File: src/rtl/uart_pkg.sv
// rtl/uart_pkg.sv - shared types and constants for the oversampled UART receiver
package uart_pkg;

  typedef enum logic [2:0] {
    ST_IDLE,
    ST_START,
    ST_DATA,
    ST_PARITY,
    ST_STOP,
    ST_BREAK_WAIT
  } rx_state_t;

  typedef enum logic [1:0] {
    PAR_NONE = 2'd0,
    PAR_EVEN = 2'd1,
    PAR_ODD  = 2'd2
  } parity_mode_t;

  localparam int         OVERSAMPLE = 16;
  localparam logic [3:0] SAMPLE_A   = 4'd7;
  localparam logic [3:0] SAMPLE_B   = 4'd8;
  localparam logic [3:0] SAMPLE_C   = 4'd9;
  localparam logic [3:0] OS_LAST    = 4'(OVERSAMPLE - 1);

  function automatic logic [3:0] clamp_bits(input logic [3:0] bits);
    if (bits < 4'd5) return 4'd5;
    if (bits > 4'd8) return 4'd8;
    return bits;
  endfunction

  // Mode 3 is an alias for "no parity".
  function automatic parity_mode_t decode_parity(input logic [1:0] mode);
    case (mode)
      2'd1:    return PAR_EVEN;
      2'd2:    return PAR_ODD;
      default: return PAR_NONE;
    endcase
  endfunction

endpackage

File: src/rtl/uart_sync_fifo.sv
// rtl/uart_sync_fifo.sv - show-ahead synchronous FIFO with a separate level counter
module uart_sync_fifo #(
  parameter  int WIDTH   = 10,
  parameter  int DEPTH   = 8,
  localparam int PTR_W   = $clog2(DEPTH),
  localparam int LEVEL_W = PTR_W + 1
) (
  input  logic               clk,
  input  logic               reset,
  input  logic               push,
  input  logic [WIDTH-1:0]   wr_data,
  input  logic               pop,
  output logic [WIDTH-1:0]   rd_data,
  output logic               full,
  output logic               empty,
  output logic [LEVEL_W-1:0] level
);

  logic [WIDTH-1:0]   mem_q [DEPTH];
  logic [PTR_W-1:0]   wr_ptr_q, rd_ptr_q;
  logic [LEVEL_W-1:0] level_q;
  logic               do_push, do_pop;

  assign full    = (level_q == LEVEL_W'(DEPTH));
  assign empty   = (level_q == '0);
  assign level   = level_q;
  // A pop frees the slot the push lands in, so a full FIFO still accepts.
  assign do_pop  = pop && !empty;
  assign do_push = push && (!full || do_pop);
  // Gated so an empty FIFO presents zeros rather than stale memory.
  assign rd_data = empty ? '0 : mem_q[rd_ptr_q];

  always_ff @(posedge clk) begin
    if (do_push) mem_q[wr_ptr_q] <= wr_data;
  end

  always_ff @(posedge clk) begin
    if (reset) begin
      wr_ptr_q <= '0;
      rd_ptr_q <= '0;
      level_q  <= '0;
    end else begin
      if (do_push) wr_ptr_q <= wr_ptr_q + PTR_W'(1);
      if (do_pop)  rd_ptr_q <= rd_ptr_q + PTR_W'(1);
      if (do_push && !do_pop)      level_q <= level_q + LEVEL_W'(1);
      else if (do_pop && !do_push) level_q <= level_q - LEVEL_W'(1);
    end
  end

endmodule

File: src/rtl/uart_rx_oversampled.sv
// rtl/uart_rx_oversampled.sv - 16x oversampled UART receiver with majority vote and receive FIFO
module uart_rx_oversampled
  import uart_pkg::*;
#(
  parameter int CLK_FREQ   = 50_000_000,
  parameter int DIV_W      = 16,
  parameter int FIFO_DEPTH = 8
) (
  input  logic                          clk,
  input  logic                          reset,
  input  logic                          rx_pin,
  input  logic                          enable,
  input  logic [DIV_W-1:0]              baud_div,
  input  logic [3:0]                    payload_bits,
  input  logic [1:0]                    parity_mode,
  input  logic                          two_stop,
  output logic [7:0]                    m_data,
  output logic                          m_parity_err,
  output logic                          m_frame_err,
  output logic                          m_valid,
  input  logic                          m_ready,
  output logic                          overrun,
  output logic                          got_break,
  output logic [$clog2(FIFO_DEPTH):0]   fifo_level
);

  if (FIFO_DEPTH < 2 || CLK_FREQ < 1) begin : g_bad_cfg
    $error("uart_rx_oversampled: FIFO_DEPTH must be >= 2 and CLK_FREQ positive");
  end

  logic             rx_meta_q, rx_s_q;
  logic [DIV_W-1:0] tick_cnt_q;
  logic [3:0]       os_cnt_q;
  logic             s7_q, s8_q;
  rx_state_t        state_q;
  logic [2:0]       bit_idx_q;
  logic             stop_idx_q;
  logic [7:0]       data_q;
  logic             par_err_q, frm_err_q, all_zero_q;
  logic [3:0]       nbits_q;
  parity_mode_t     par_q;
  logic             two_stop_q;
  logic             overrun_q, got_break_q;

  logic tick, at_vote, at_end, vote, final_stop, is_break, frame_done, pop;
  logic fifo_full, fifo_empty;
  logic [9:0] fifo_rd;

  assign tick       = (tick_cnt_q == '0);
  assign at_vote    = tick && (os_cnt_q == SAMPLE_C);
  assign at_end     = tick && (os_cnt_q == OS_LAST);
  assign vote       = (s7_q & s8_q) | (s7_q & rx_s_q) | (s8_q & rx_s_q);
  assign final_stop = (stop_idx_q == two_stop_q);
  // Break is decided on the first stop bit so two-stop frames do not wait a further bit.
  assign is_break   = enable && at_vote && (state_q == ST_STOP) && !stop_idx_q
                      && !vote && all_zero_q;
  assign frame_done = enable && at_vote && (state_q == ST_STOP) && final_stop && !is_break;
  assign pop        = m_valid && m_ready;

  always_ff @(posedge clk) begin
    if (reset) begin
      rx_meta_q   <= 1'b1;
      rx_s_q      <= 1'b1;
      tick_cnt_q  <= '0;
      os_cnt_q    <= '0;
      s7_q        <= 1'b1;
      s8_q        <= 1'b1;
      state_q     <= ST_IDLE;
      bit_idx_q   <= '0;
      stop_idx_q  <= 1'b0;
      data_q      <= '0;
      par_err_q   <= 1'b0;
      frm_err_q   <= 1'b0;
      all_zero_q  <= 1'b0;
      nbits_q     <= 4'd8;
      par_q       <= PAR_NONE;
      two_stop_q  <= 1'b0;
      overrun_q   <= 1'b0;
      got_break_q <= 1'b0;
    end else begin
      rx_meta_q   <= rx_pin;
      rx_s_q      <= rx_meta_q;
      overrun_q   <= frame_done && fifo_full && !pop;
      got_break_q <= is_break;

      if (tick) begin
        tick_cnt_q <= baud_div;
        os_cnt_q   <= os_cnt_q + 4'd1;
        if (os_cnt_q == SAMPLE_A) s7_q <= rx_s_q;
        if (os_cnt_q == SAMPLE_B) s8_q <= rx_s_q;
      end else begin
        tick_cnt_q <= tick_cnt_q - DIV_W'(1);
      end

      if (!enable) begin
        state_q <= ST_IDLE;
      end else begin
        case (state_q)
          ST_IDLE: begin
            if (!rx_s_q) begin
              state_q    <= ST_START;
              tick_cnt_q <= '0;
              os_cnt_q   <= '0;
              nbits_q    <= clamp_bits(payload_bits);
              par_q      <= decode_parity(parity_mode);
              two_stop_q <= two_stop;
              data_q     <= '0;
              par_err_q  <= 1'b0;
              frm_err_q  <= 1'b0;
              all_zero_q <= 1'b1;
              bit_idx_q  <= '0;
              stop_idx_q <= 1'b0;
            end
          end
          ST_START: begin
            if (at_vote && vote) state_q <= ST_IDLE;
            else if (at_end)     state_q <= ST_DATA;
          end
          ST_DATA: begin
            if (at_vote) begin
              data_q[bit_idx_q] <= vote;
              if (vote) all_zero_q <= 1'b0;
            end
            if (at_end) begin
              if ({1'b0, bit_idx_q} == nbits_q - 4'd1)
                state_q <= (par_q != PAR_NONE) ? ST_PARITY : ST_STOP;
              else
                bit_idx_q <= bit_idx_q + 3'd1;
            end
          end
          ST_PARITY: begin
            if (at_vote) begin
              par_err_q <= (^data_q) ^ vote ^ (par_q == PAR_ODD);
              if (vote) all_zero_q <= 1'b0;
            end
            if (at_end) state_q <= ST_STOP;
          end
          ST_STOP: begin
            if (at_vote) begin
              if (is_break)        state_q <= ST_BREAK_WAIT;
              else if (final_stop) state_q <= ST_IDLE;
              else if (!vote)      frm_err_q <= 1'b1;
            end
            if (at_end) stop_idx_q <= 1'b1;
          end
          ST_BREAK_WAIT: begin
            if (rx_s_q) state_q <= ST_IDLE;
          end
          default: state_q <= ST_IDLE;
        endcase
      end
    end
  end

  uart_sync_fifo #(
    .WIDTH (10),
    .DEPTH (FIFO_DEPTH)
  ) u_fifo (
    .clk     (clk),
    .reset   (reset),
    .push    (frame_done),
    .wr_data ({data_q, par_err_q, frm_err_q | ~vote}),
    .pop     (pop),
    .rd_data (fifo_rd),
    .full    (fifo_full),
    .empty   (fifo_empty),
    .level   (fifo_level)
  );

  assign m_valid      = !fifo_empty;
  assign m_data       = fifo_rd[9:2];
  assign m_parity_err = fifo_rd[1];
  assign m_frame_err  = fifo_rd[0];
  assign overrun      = overrun_q;
  assign got_break    = got_break_q;

endmodule

File: config.mk
export PLATFORM = sky130hd
export DESIGN_NAME = uart_rx_oversampled
export DESIGN_NICKNAME = d
export VERILOG_FILES = /design/src/rtl/uart_pkg.sv /design/src/rtl/uart_sync_fifo.sv /design/src/rtl/uart_rx_oversampled.sv
export SDC_FILE = /design/constraint.sdc
export NUM_CORES = 1
export LEC_CHECK = 0
export CORE_MARGIN = 2
export CORE_UTILIZATION = 48
export CTS_BUF_LIST = sky130_fd_sc_hd__clkbuf_16
export CTS_CLUSTER_DIAMETER = 100
export DETAILED_ROUTE_END_ITERATION = 7
export GPL_TIMING_DRIVEN = 0
export MAX_ROUTING_LAYER = met4
export PLACE_DENSITY_LB_ADDON = 0.1
export RECOVER_POWER = 25
export SLEW_MARGIN = 10
export SYNTH_ARGS = -nofsm -noshare
export SYNTH_HDL_FRONTEND = slang
export SYNTH_SLANG_ARGS = --single-unit
File: constraint.sdc
create_clock -name clk -period 3.6 [get_ports clk]
set_clock_uncertainty 0.05 [all_clocks]
set_input_delay 0.9 -clock clk [delete_from_list [all_inputs] [get_ports clk]]
set_output_delay 0.9 -clock clk [all_outputs]
set_load 0.03 [all_outputs]
# [Word-level counts from Yosys, hierarchy flattened]
# Memories as Yosys holds them, arrays and structs flattened. A register that Yosys moved wholly into a read port is not among the register bits.
# Index checks and enable logic that the tools add are counted.
# Widths: inputs -> output; s select.
[word_totals] output_inout_bits=17 regBits=61 input_bits=28 latchBits=0 word_cells=193 romBits=0 mem_bits_rw=80 mem_count=1
[classes] shifts=0 n_reduce_logical=49 magnitude_cmp=4 mul=0 n_div=0 add_sub_neg=8 mux=67 bitwise=11 eq_ne=32
[mem_list] name="u_fifo.mem_q" words=8 width=10 rd=1 rd_ports_with_merged_regs=1 wr=1 line="uart_sync_fifo.sv:19" source="logic [WIDTH-1:0] mem_q [DEPTH];"
[op_table] op="$mux 16" n=4
[op_table] op="$mux 3" n=16
[op_table] op="$mux 4" n=10
[op_table] op="$ne 2x2->1 const B" n=13
[op_table] op="$mux 1" n=24
[op_table] op="$logic_and 1x1->1" n=18
[op_table] op="$pmux 3 s6" n=1
[op_table] op="$eq 4x4->1 const B" n=4
[op_table] op="$logic_not 16->1" n=1
[op_table] op="$mux 8" n=2
[op_table] op="$pmux 8 s2" n=1
[op_table] op="$sub 16x1->16 const B" n=1
[op_table] op="$reduce_and 4->1" n=3
[op_table] op="$reduce_bool 2->1" n=6
[op_table] op="$mux 10" n=1
[op_table] op="$reduce_and 5->1" n=2
[op_table] op="$add 3x1->3 const B" n=3
[op_table] op="$add 4x1->4 const B" n=2
[op_table] op="$bwmux 8" n=1
[op_table] op="$logic_not 1->1" n=8
[op_table] op="$pmux 1 s2" n=4
[op_table] op="$reduce_and 8->1" n=1
[op_table] op="$reduce_xor 8->1" n=1
[op_table] op="$sub 4x1->4 const B" n=2
[op_table] op="28 further kinds" n=42

# [Depth between registers and ports, before layout]
# Gate-level depths: netlist of the first run.
[logic_depth] word_depth=14 depth_mapped=15 depth_no_buf=15

# [By module]
# From an unflattened synthesis of the first run, not the netlist that was laid out.
[unflattened] hier_cells=529 hier_area_um2=6416.2
[by_module_without_submodules] mod="uart_sync_fifo" area_per_inst_um2=3668.5 cells_each=198 instances=1 seq_area_each_um2=2662.6
[by_module_without_submodules] mod="uart_rx_oversampled" area_per_inst_um2=2747.6 cells_each=331 instances=1 seq_area_each_um2=1021.0

# [Worst setup path before layout of the first run]
# Ideal clock, no wire load.
[synth_timing] kind="register -> register" startpoint="register tick_cnt_q[0]" endpoint="register u_fifo.level_q[3], in the netlist u_fifo.level[3]" arrival_ns=3.043 path_buffers=0 setup_time_ns=0.070 period_less_slack_ns=3.163 stages_incl_launch_ff=16 required_time_ns=3.480 setup_slack_ns=0.437 path_cell_list="dfxtp_1 inv_1 ha_1 nor3b_2 and4_1 nand4b_1 or3_4 inv_2 ha_1 inv_1 ha_1 a21o_1 a21oi_1 xnor2_1 or3_1 a21oi_1"
[synth_between] elab_chain_cells=13 elab_cells_between_ends=16 cone_classes="mux (1); reduce/logical (15)"
[synth_rtl] element="start, declared" line="uart_rx_oversampled.sv:32" source="logic [DIV_W-1:0] tick_cnt_q;"
[synth_rtl] element="start signal, assigned" line="uart_rx_oversampled.sv:87" source="tick_cnt_q <= baud_div;"
[synth_rtl] element="start signal, assigned" line="uart_rx_oversampled.sv:92" source="tick_cnt_q <= tick_cnt_q - DIV_W'(1);"
[synth_rtl] element="$logic_not 16->1 *" line="uart_rx_oversampled.sv:49" source="assign tick = (tick_cnt_q == '0);"
[synth_rtl] element="$logic_and 1x1->1 *" line="uart_rx_oversampled.sv:50" source="assign at_vote = tick && (os_cnt_q == SAMPLE_C);"
[synth_rtl] element="$logic_and 1x1->1 * (2 in series)" line="uart_rx_oversampled.sv:55, uart_rx_oversampled.sv:57"
[synth_rtl] element="$logic_and 1x1->1" line="uart_rx_oversampled.sv:55" source="assign is_break = enable && at_vote && (state_q == ST_STOP) && !stop_idx_q"
[synth_rtl] element="$logic_and 1x1->1 (2 in series)" line="uart_rx_oversampled.sv:56" source="&& !vote && all_zero_q;"
[synth_rtl] element="$logic_not 1->1" line="uart_rx_oversampled.sv:57" source="assign frame_done = enable && at_vote && (state_q == ST_STOP) && final_stop && !is_break;"
[synth_rtl] element="$logic_and 1x1->1 *" line="uart_rx_oversampled.sv:57"
[synth_rtl] element="$logic_and 1x1->1 *" line="uart_sync_fifo.sv:29" source="assign do_push = push && (!full || do_pop);"
[synth_rtl] element="named net u_fifo.do_push" line="uart_sync_fifo.sv:22" source="logic do_push, do_pop;"
[synth_rtl] element="$logic_not 1->1" line="uart_sync_fifo.sv:46" source="else if (do_pop && !do_push) level_q <= level_q - LEVEL_W'(1);"
[synth_rtl] element="$logic_and 1x1->1" line="uart_sync_fifo.sv:46"
[synth_rtl] element="$reduce_bool 2->1 (no line)"
[synth_rtl] element="end signal, assigned" line="uart_sync_fifo.sv:45" source="if (do_push && !do_pop) level_q <= level_q + LEVEL_W'(1);"
[synth_rtl] element="end signal, assigned" line="uart_sync_fifo.sv:46"
[synth_rtl] element="end, declared" line="uart_sync_fifo.sv:21" source="logic [LEVEL_W-1:0] level_q;"
# The timed path passes the listed nets; every way through them passes the cells marked *.
# A chain may end at the register's enable or synchronous reset.

==> results of run 1 <==
==> synth_stat cells, drive strengths merged, types with 5 or more instances <==
cell,n
mux2i,13
xor2,14
dfxtp,64
clkbuf,21
nor2,64
or3,7
ha,11
nor3b,5
nor3,19
o21ai,13
and3,6
xnor2,18
nand3,9
nand2b,13
a211oi,8
edfxtp,80
nand2,34
a21oi,31
a22oi,6
nor4,8
mux4,20
nand4,8
inv,13
==> layout make-up <==
class                           instances  area [um2]  share of cell area
Buffer                                 24         101              0.0132
Clock buffer                           17         425              0.0555
Clock inverter                         14         144              0.0188
Inverter                               13        48.8             0.00637
Multi-Input combinational cell        349        2560               0.334
Sequential cell                       144        3680               0.481
Tap cell                              176         220              0.0288
Timing Repair Buffer                   49         478              0.0624
==> registers in the layout, indices dropped and copies added (netlist names), 2 cells and up, named ones only <==
signal and count:
bit_idx_q 3, data_q 8, nbits_q 4, os_cnt_q 4, par_q 2, state_q 3, tick_cnt_q 16, u_fifo.level 4
u_fifo.mem_q 80, u_fifo.rd_ptr_q 3, u_fifo.wr_ptr_q 3
==> cells by family (layout without fill, tap and decap cells) <==
family	Yosys count	count (layout)	share of synthesized area
AOI/OAI and AO/OA	78	78	0.0790
xor gates and xnor gates	32	32	0.0440
adders and majority gates	13	13	0.0263
buffers and inverters	37	117	0.0222
DFF	144	144	0.579
muxes	33	33	0.0912
and+or+nand+nor	193	193	0.158
==> metrics by stage <==
step	util	hold slack (ps)
6_report	0.585	374
5_1_grt	0.585	383
4_1_cts	0.582	378
3_5_place_dp	0.538	352
3_3_place_gp	0.536	352
2_1_floorplan	-	339
==> worst max-delay path by stage <==
stage | slack [ps] | cells past startpoint | end
finish | 180 | 5 | m_data[1]
global route | 10 | 5 | m_data[2]
CTS | 30 | 13 | u_fifo.level[3]
floorplan | 440 | 15 | u_fifo.level[3]
detailed placement | -400 | 13 | u_fifo.level[3]
global placement | -730 | 7 | u_fifo.mem_q[1][7]
==> metal layers <==
| layer | up-vias | GRT usage | routed length [um] |
|---|---|---|---|
| met5 | - | - | 0 |
| met4 | 0 | 0.0781 | 201 |
| met1 | 2040 | 0.247 | 5800 |
| li1 | 2107 | - | - |
| met2 | 71 | 0.323 | 6520 |
| met3 | 20 | 0.0417 | 406 |
==> layout by cell type, fill, tap and decap left out, types with 3 or more instances in the layout <==
cell,Yosys,routed
edfxtp_1,80,80
nor2_1,64,64
dfxtp_1,64,64
clkdlybuf4s50_1,0,42
nand2_1,34,34
a21oi_1,31,31
mux4_2,20,20
xnor2_1,18,18
nor3_1,19,17
clkbuf_16,0,17
clkbuf_1,21,16
xor2_1,14,14
nand2b_1,13,13
mux2i_1,13,13
o21ai_0,13,13
inv_1,12,12
ha_1,11,11
nand3_1,9,9
nand4_1,8,8
a211oi_1,8,8
and3_1,6,6
or3_1,6,6
a22oi_1,6,6
buf_4,0,6
nor4_1,5,5
nor3b_1,4,4
nand4b_1,4,4
clkinv_4,0,4
buf_2,2,3
clkbuf_2,0,3
o31ai_1,3,3
o21bai_1,3,3
a31o_2,3,3
nor2b_1,3,3
clkinvlp_4,0,3
==> power groups by stage <==
stage               sequential [uW]  combinational [uW]  clock [uW]
floorplan                      2010                 874           0
global placement               1980                1280           0
detailed placement             1990                1300           0
CTS                            1960                1320        1710
global route                   1970                1470        1780
finish                         1960                1330        1670
==> timing repair <==
| item | CTS | global route |
|---|---|---|
| pin swaps | 0 | 2 |
| setup endpoints to repair | 21 | 71 |
| setup buffers | 0 | 4 |
| resized for setup | 4 | 9 |
| gates cloned | 0 | 0 |
==> metrics.txt, run 1 <==
Async S/R FF share, synth 0; Layout Nets between 600 and 700; switch share 0.309; Finished Layout Cells a little under 800; Post-Syn Nets between 500 and 600; pins over their slew limit 0; first-pass GRT wire length between 20 and 25 mm; Die ar. approximately 0.014 mm2; Net Sw Power between 1500 and 2000 uW; MaxCap Viol Count 0; GPL Wtd Cong 0.893; H-tree depth 4; Final period util 0.951; Top FF cell, synth edfxtp_1; min Tclk post-route ~3400 ps; Critical path buffers and inverters 2; R2R Path End u_fifo.level[3]; share of the synthesized area in the top cell type 0.378; hold path depth 1; final setup margin 177 ps; Max FO, Critical Path 10; maximum clock path buffer count 2; CTS tree done; Post-synth EDFFs 80; Mapped Area approximately 0.0064 mm2; Chip Height 119 um; CP Cell Sequence buf_2, mux4_2, mux2i_1, nor2_1, clkdlybuf4s50_1; GRT overflow 0; status completed; Final Hold Viols 0; unrepaired setup endpoints after global routing no; number of port buffers 43; Clock Pin Slew Worst Setup and Hold Paths roughly 60 ps; largest net degree at the start of global routing 17; diode count 0; r2r setup slk approximately 270 ps; Detailed Place HPWL just under 9 mm; fmax 292 MHz; total chip power ~5000 uW; TritonCTS Sinks roughly 140; initial antenna violation count 0; VDD IR max ~0.37 mV; Sequential Power Share 0.394; area growth from synthesis to layout 20.4%; Comb power frac 0.269; power share of the clock group 0.337; root buffer cell clkbuf_16; Slew @ Worst Pin between 1000 and 1500 ps; cell row count 42; clock latency on the worst-skew pair ~420 ps; dpl cell area just over 0.007 mm2; syn_area_per_cell between 10 and 15 um2; Synth Warn # 0; flops & latches, synth approximately 140; core area between 0.01 and 0.015 mm2; Seq/Total Area, Yosys 0.579; slowest CP cell clkdlybuf4s50_1; endpoints failing setup 0; Int Pwr about 3400 uW; Pre-antenna DRT Iters 4; Post-Place Cells between 700 and 800; Initial Util 0.486; Final TNS setup 0 ps; DR DRC count 0; Top Ports 45; worst path arrival time between 2000 and 2500 ps; CTS hold repair buffers 0; Worst Path Required about 2700 ps; pwr dens 648 mW/mm2; vias in the first global route between 4000 and 5000; hold_sp rx_meta_q; relative slew slack 0.235; Num CTS Buffers 17; final non-filler cell area 0.00766 mm2; # fillers about 1100; slowest stage delay, CP between 500 and 600 ps; 1st-iter DRT viols roughly 250; Post-DRT Antenna Nets 0; fraction of layout cells with a size suffix above 1 0.128; leading area contributor after synthesis edfxtp_1; via count roughly 4200; Setup crit end kind output port; top cells by area, synth edfxtp_1 (38%), dfxtp_1 (20%), mux4_2 (7.1%); Min-Delay Endpoint rx_s_q; aggregate routed wire length around 13 mm; DR vias/cell 5.39; Critical Path Start Type flop; total track usage 0.199; Yosys cell types 54; Placement Setup Slack -399 ps; hold crit path type flop to flop; FF-to-FF Start tick_cnt_q[0]; Horiz. Die Dim approximately 120 um; Cells after Synth between 500 and 600; R2R depth 15; Crit path max-delay family buffers and inverters; Avg WL per Cell roughly 16 um; critical path type flop to output port; Lkg Pwr 0.00274 uW
Power figures use the tool's default switching activity.
==> inputs of run 2 (changes only) <==
--- a/config.mk
+++ b/config.mk
@@ -5,7 +5,8 @@
 export SDC_FILE = /design/constraint.sdc
 export NUM_CORES = 1
 export LEC_CHECK = 0
-export CORE_MARGIN = 2
+export ABC_AREA = 1
+export CORE_MARGIN = 4
 export CORE_UTILIZATION = 48
 export CTS_BUF_LIST = sky130_fd_sc_hd__clkbuf_16
 export CTS_CLUSTER_DIAMETER = 100
==> metrics.txt, run 2 <==
Initial Util 0.498 (was 0.486); Sequential Power Share 0.345 (was 0.394); vias in the first global route 5023 (was 4131); post-synthesis mux area share 0 (was 0.0912); Seq/Total Area, Yosys 0.550 (was 0.579); Layout Nets 831 (was 638); FF-to-FF Start tick_cnt_q[0] (unchanged); Horiz. Die Dim 126 um (was 119 um); Pre-antenna DRT Iters 6 (was 4); Top Ports 45 (unchanged); MaxCap Viol Count 0 (unchanged); pins over their slew limit 0 (unchanged); Post-Synth XOR/XNOR Area 0.0262 (was 0.0440); switch share 0.373 (was 0.309); Net Sw Power 2210 uW (was 1530 uW); min Tclk post-route 3480 ps (was 3420 ps); first-pass GRT wire length 25.2 mm (was 21.0 mm); largest net degree at the start of global routing 17 (unchanged); Clock Pin Slew Worst Setup and Hold Paths 60 ps (about the same); Num CTS Buffers 17 (unchanged); root buffer cell clkbuf_16 (unchanged); GPL Wtd Cong 0.883 (was 0.893); Cells after Synth 726 (was 530); Avg WL per Cell 16.0 um (was 16.5 um); R2R depth 19 (was 15); Comb power frac 0.356 (was 0.269); commonest non-fill, non-tap cell in the layout nor2_1 (was edfxtp_1); Setup crit end kind output port (unchanged); H-tree depth 4 (unchanged); Synth Area in Adders 0.0235 (was 0.0263); Chip Height 126 um (was 119 um); Largest Register u_fifo.mem_q (unchanged); R2R Path End u_fifo.level[3] (unchanged); Max FO, Critical Path 10 (unchanged); DR DRC count 0 (unchanged); Compound-Gate Fraction of Synth Area 0.127 (was 0.0790); Setup Fix Bufs, Post-CTS 0 (unchanged); hold crit path type flop to flop (unchanged); Detailed Place HPWL 11.1 mm (was 8.87 mm); Slew @ Worst Pin 884 ps (was 1140 ps); syn_area_per_cell 9.22 um2 (was 12.0 um2); worst path arrival time 2530 ps (was 2470 ps); combinational family with the most area after synthesis simple AND/OR/NAND/NOR gates (unchanged); crit path capture m_data[7] (was m_data[1]); Lkg Pwr 0.00313 uW (was 0.00274 uW); diode count 0 (unchanged); top post-synthesis cells by count nor2_1 (124), nand2_1 (90), edfxtp_1 (80), o21ai_0 (80), dfxtp_1 (64) (was edfxtp_1 (80), dfxtp_1 (64), nor2_1 (64), nand2_1 (34), a21oi_1 (31)); endpoints failing setup 0 (unchanged); area growth from synthesis to layout 19.8% (was 20.4%); Int Pwr 3710 uW (was 3430 uW); Post-synth EDFFs 80 (unchanged); status completed (unchanged); Post-Synth Simple-Gate Area 0.218 (was 0.158); Die ar. 0.0159 mm2 (was 0.0142 mm2); total chip power 5920 uW (was 4960 uW); leading area contributor after synthesis edfxtp_1 (unchanged); biggest regs u_fifo.mem_q (80), tick_cnt_q (16), data_q (8) (unchanged); maximum clock path buffer count 2 (unchanged); Top FF cell, synth edfxtp_1 (unchanged); flops & latches, synth 144 (unchanged); VDD IR max 0.376 mV (was 0.368 mV); Post-Syn Nets 766 (was 570); aggregate routed wire length 15.7 mm (was 12.9 mm); power share of the clock group 0.299 (was 0.337); Async S/R FF share, synth 0 (unchanged); Critical Path Start Type flop (unchanged); unrepaired setup endpoints after global routing no (unchanged); final hold slack 379 ps (was 374 ps); Post-DRT Antenna Nets 0 (unchanged); r2r setup slk 610 ps (was 270 ps); commonest non-fill, non-tap cells in the layout nor2_1 (124), nand2_1 (90), o21ai_0 (80), edfxtp_1 (80), dfxtp_1 (64) (was edfxtp_1 (80), nor2_1 (64), dfxtp_1 (64)); fraction of layout cells with a size suffix above 1 0.113 (was 0.128); number of port buffers 44 (was 43); pwr dens 737 mW/mm2 (was 648 mW/mm2); Yosys cell types 46 (was 54); max FFs per register 80 (unchanged); critical path type flop to output port (unchanged); DR vias/cell 5.36 (was 5.39); most numerous cell in the Yosys netlist nor2_1 (was edfxtp_1); initial antenna violation count 0 (unchanged); core area 0.0135 mm2 (was 0.0131 mm2); total track usage 0.208 (was 0.199); TritonCTS Sinks 144 (unchanged); clock latency on the worst-skew pair 420 ps (about the same); Synth Warn # 0 (unchanged); cell row count 42 (unchanged); Final period util 0.968 (was 0.951); share of the synthesized area in the top cell type 0.359 (was 0.378); Final Hold Viols 0 (unchanged); Mapped Area 0.00670 mm2 (was 0.00636 mm2); CTS tree done (unchanged); relative slew slack 0.407 (was 0.235); GRT overflow 0 (unchanged); fmax 287 MHz (was 292 MHz); top cells by area, synth edfxtp_1 (36%), dfxtp_1 (19%), nor2_1 (7.0%) (was edfxtp_1 (38%), dfxtp_1 (20%), mux4_2 (7.1%)); # fillers 1194 (was 1078); via count 5250 (was 4238); 1st-iter DRT viols 460 (was 254); Worst Path Required 2650 ps (about the same)
run 2: cell types whose count changed after synthesis, moves of 8 or more:
| cell | before | now |
|---|---|---|
| a31oi_1 | 2 | 15 |
| nor3_1 | 19 | 11 |
| nand4_1 | 8 | 16 |
| inv_1 | 12 | 58 |
| nand2_1 | 34 | 90 |
| nor2_1 | 64 | 124 |
| mux2i_1 | 13 | 0 |
| nand2b_1 | 13 | 0 |
| o21ai_1 | 0 | 10 |
| nand3_1 | 9 | 22 |
| o21ai_0 | 13 | 80 |
| mux4_2 | 20 | 0 |
| xnor2_1 | 18 | 7 |
| o22ai_1 | 0 | 10 |
run 2: final cells by class:
cell class,instances,area (um2),area share
multi-input cells,493,2690,0.335
clock inverters,15,168,0.0209
repair buffers,46,465,0.0580
inverters,66,256,0.0320
well taps,176,220,0.0274
clock buffers,17,425,0.0530
flip-flops and latches,144,3680,0.459
plain buffers,23,118,0.0147
run 2: kinds of logic (layout without fill, tap and decap cells):
group / after synthesis / after routing
compound gates: 155 / 155
xor+xnor: 20 / 20
fa+ha+maj: 12 / 12
buf+inv: 89 / 167
flops: 144 / 144
simple gates: 306 / 306
run 2: routing by layer:
layer	vias up	routed length, um	global-route usage
met1	2431	6660	0.250
met2	136	7630	0.329
met5	-	0	-
li1	2639	-	-
met3	44	798	0.0449
met4	0	586	0.108
run 2: power groups by stage:
stage	combinational, uW	clock [uW]	sequential (uW)
2_1_floorplan	1470	0	2070
3_3_place_gp	2080	0	2070
3_5_place_dp	2110	0	2070
4_1_cts	2120	1800	2040
5_1_grt	2360	1860	2060
6_report	2100	1770	2040
run 2: through the flow:
stage | setup slack, ps | util | TNS, ps | std cells | area [um2]
final | 116 | 0.596 | 0 | 980 | 8020
after global routing | 20.0 | 0.596 | 0 | 980 | 8020
after CTS | 11.6 | 0.595 | 0 | 980 | 8010
after detailed placement | -633 | 0.550 | -25440 | 948 | 7400
after global placement | -850 | 0.547 | -59780 | 946 | 7360
after floorplan | 636 | - | 0 | 726 | 6700
run 2: critical path, stage by stage, from the launching register on:
cell and delay (ps):
dfxtp_1 370, inv_1 140, clkbuf_2 270, nor2_1 60, o22ai_1 240, o21ai_0 130
a31oi_1 200, clkdlybuf4s50_1 700
run 2: worst min-delay path by stage:
| stage | endpoint | slack [ps] | depth (start not counted) | start |
|---|---|---|---|---|
| after detailed placement | rx_s_q | 350 | 1 | rx_meta_q |
| after CTS | tick_cnt_q[0] | 380 | 1 | tick_cnt_q[0] |
| after floorplan | rx_s_q | 340 | 1 | rx_meta_q |
| after global routing | rx_s_q | 420 | 1 | rx_meta_q |
| after global placement | rx_s_q | 350 | 1 | rx_meta_q |
| final | tick_cnt_q[0] | 380 | 1 | tick_cnt_q[0] |
run 2: what timing repair did:
action,CTS,global route
gates resized for setup,12,6
endpoints found under the setup margin,30,6
gates cloned,0,0
endpoints found under the hold margin,0,0
hold buffers,0,0
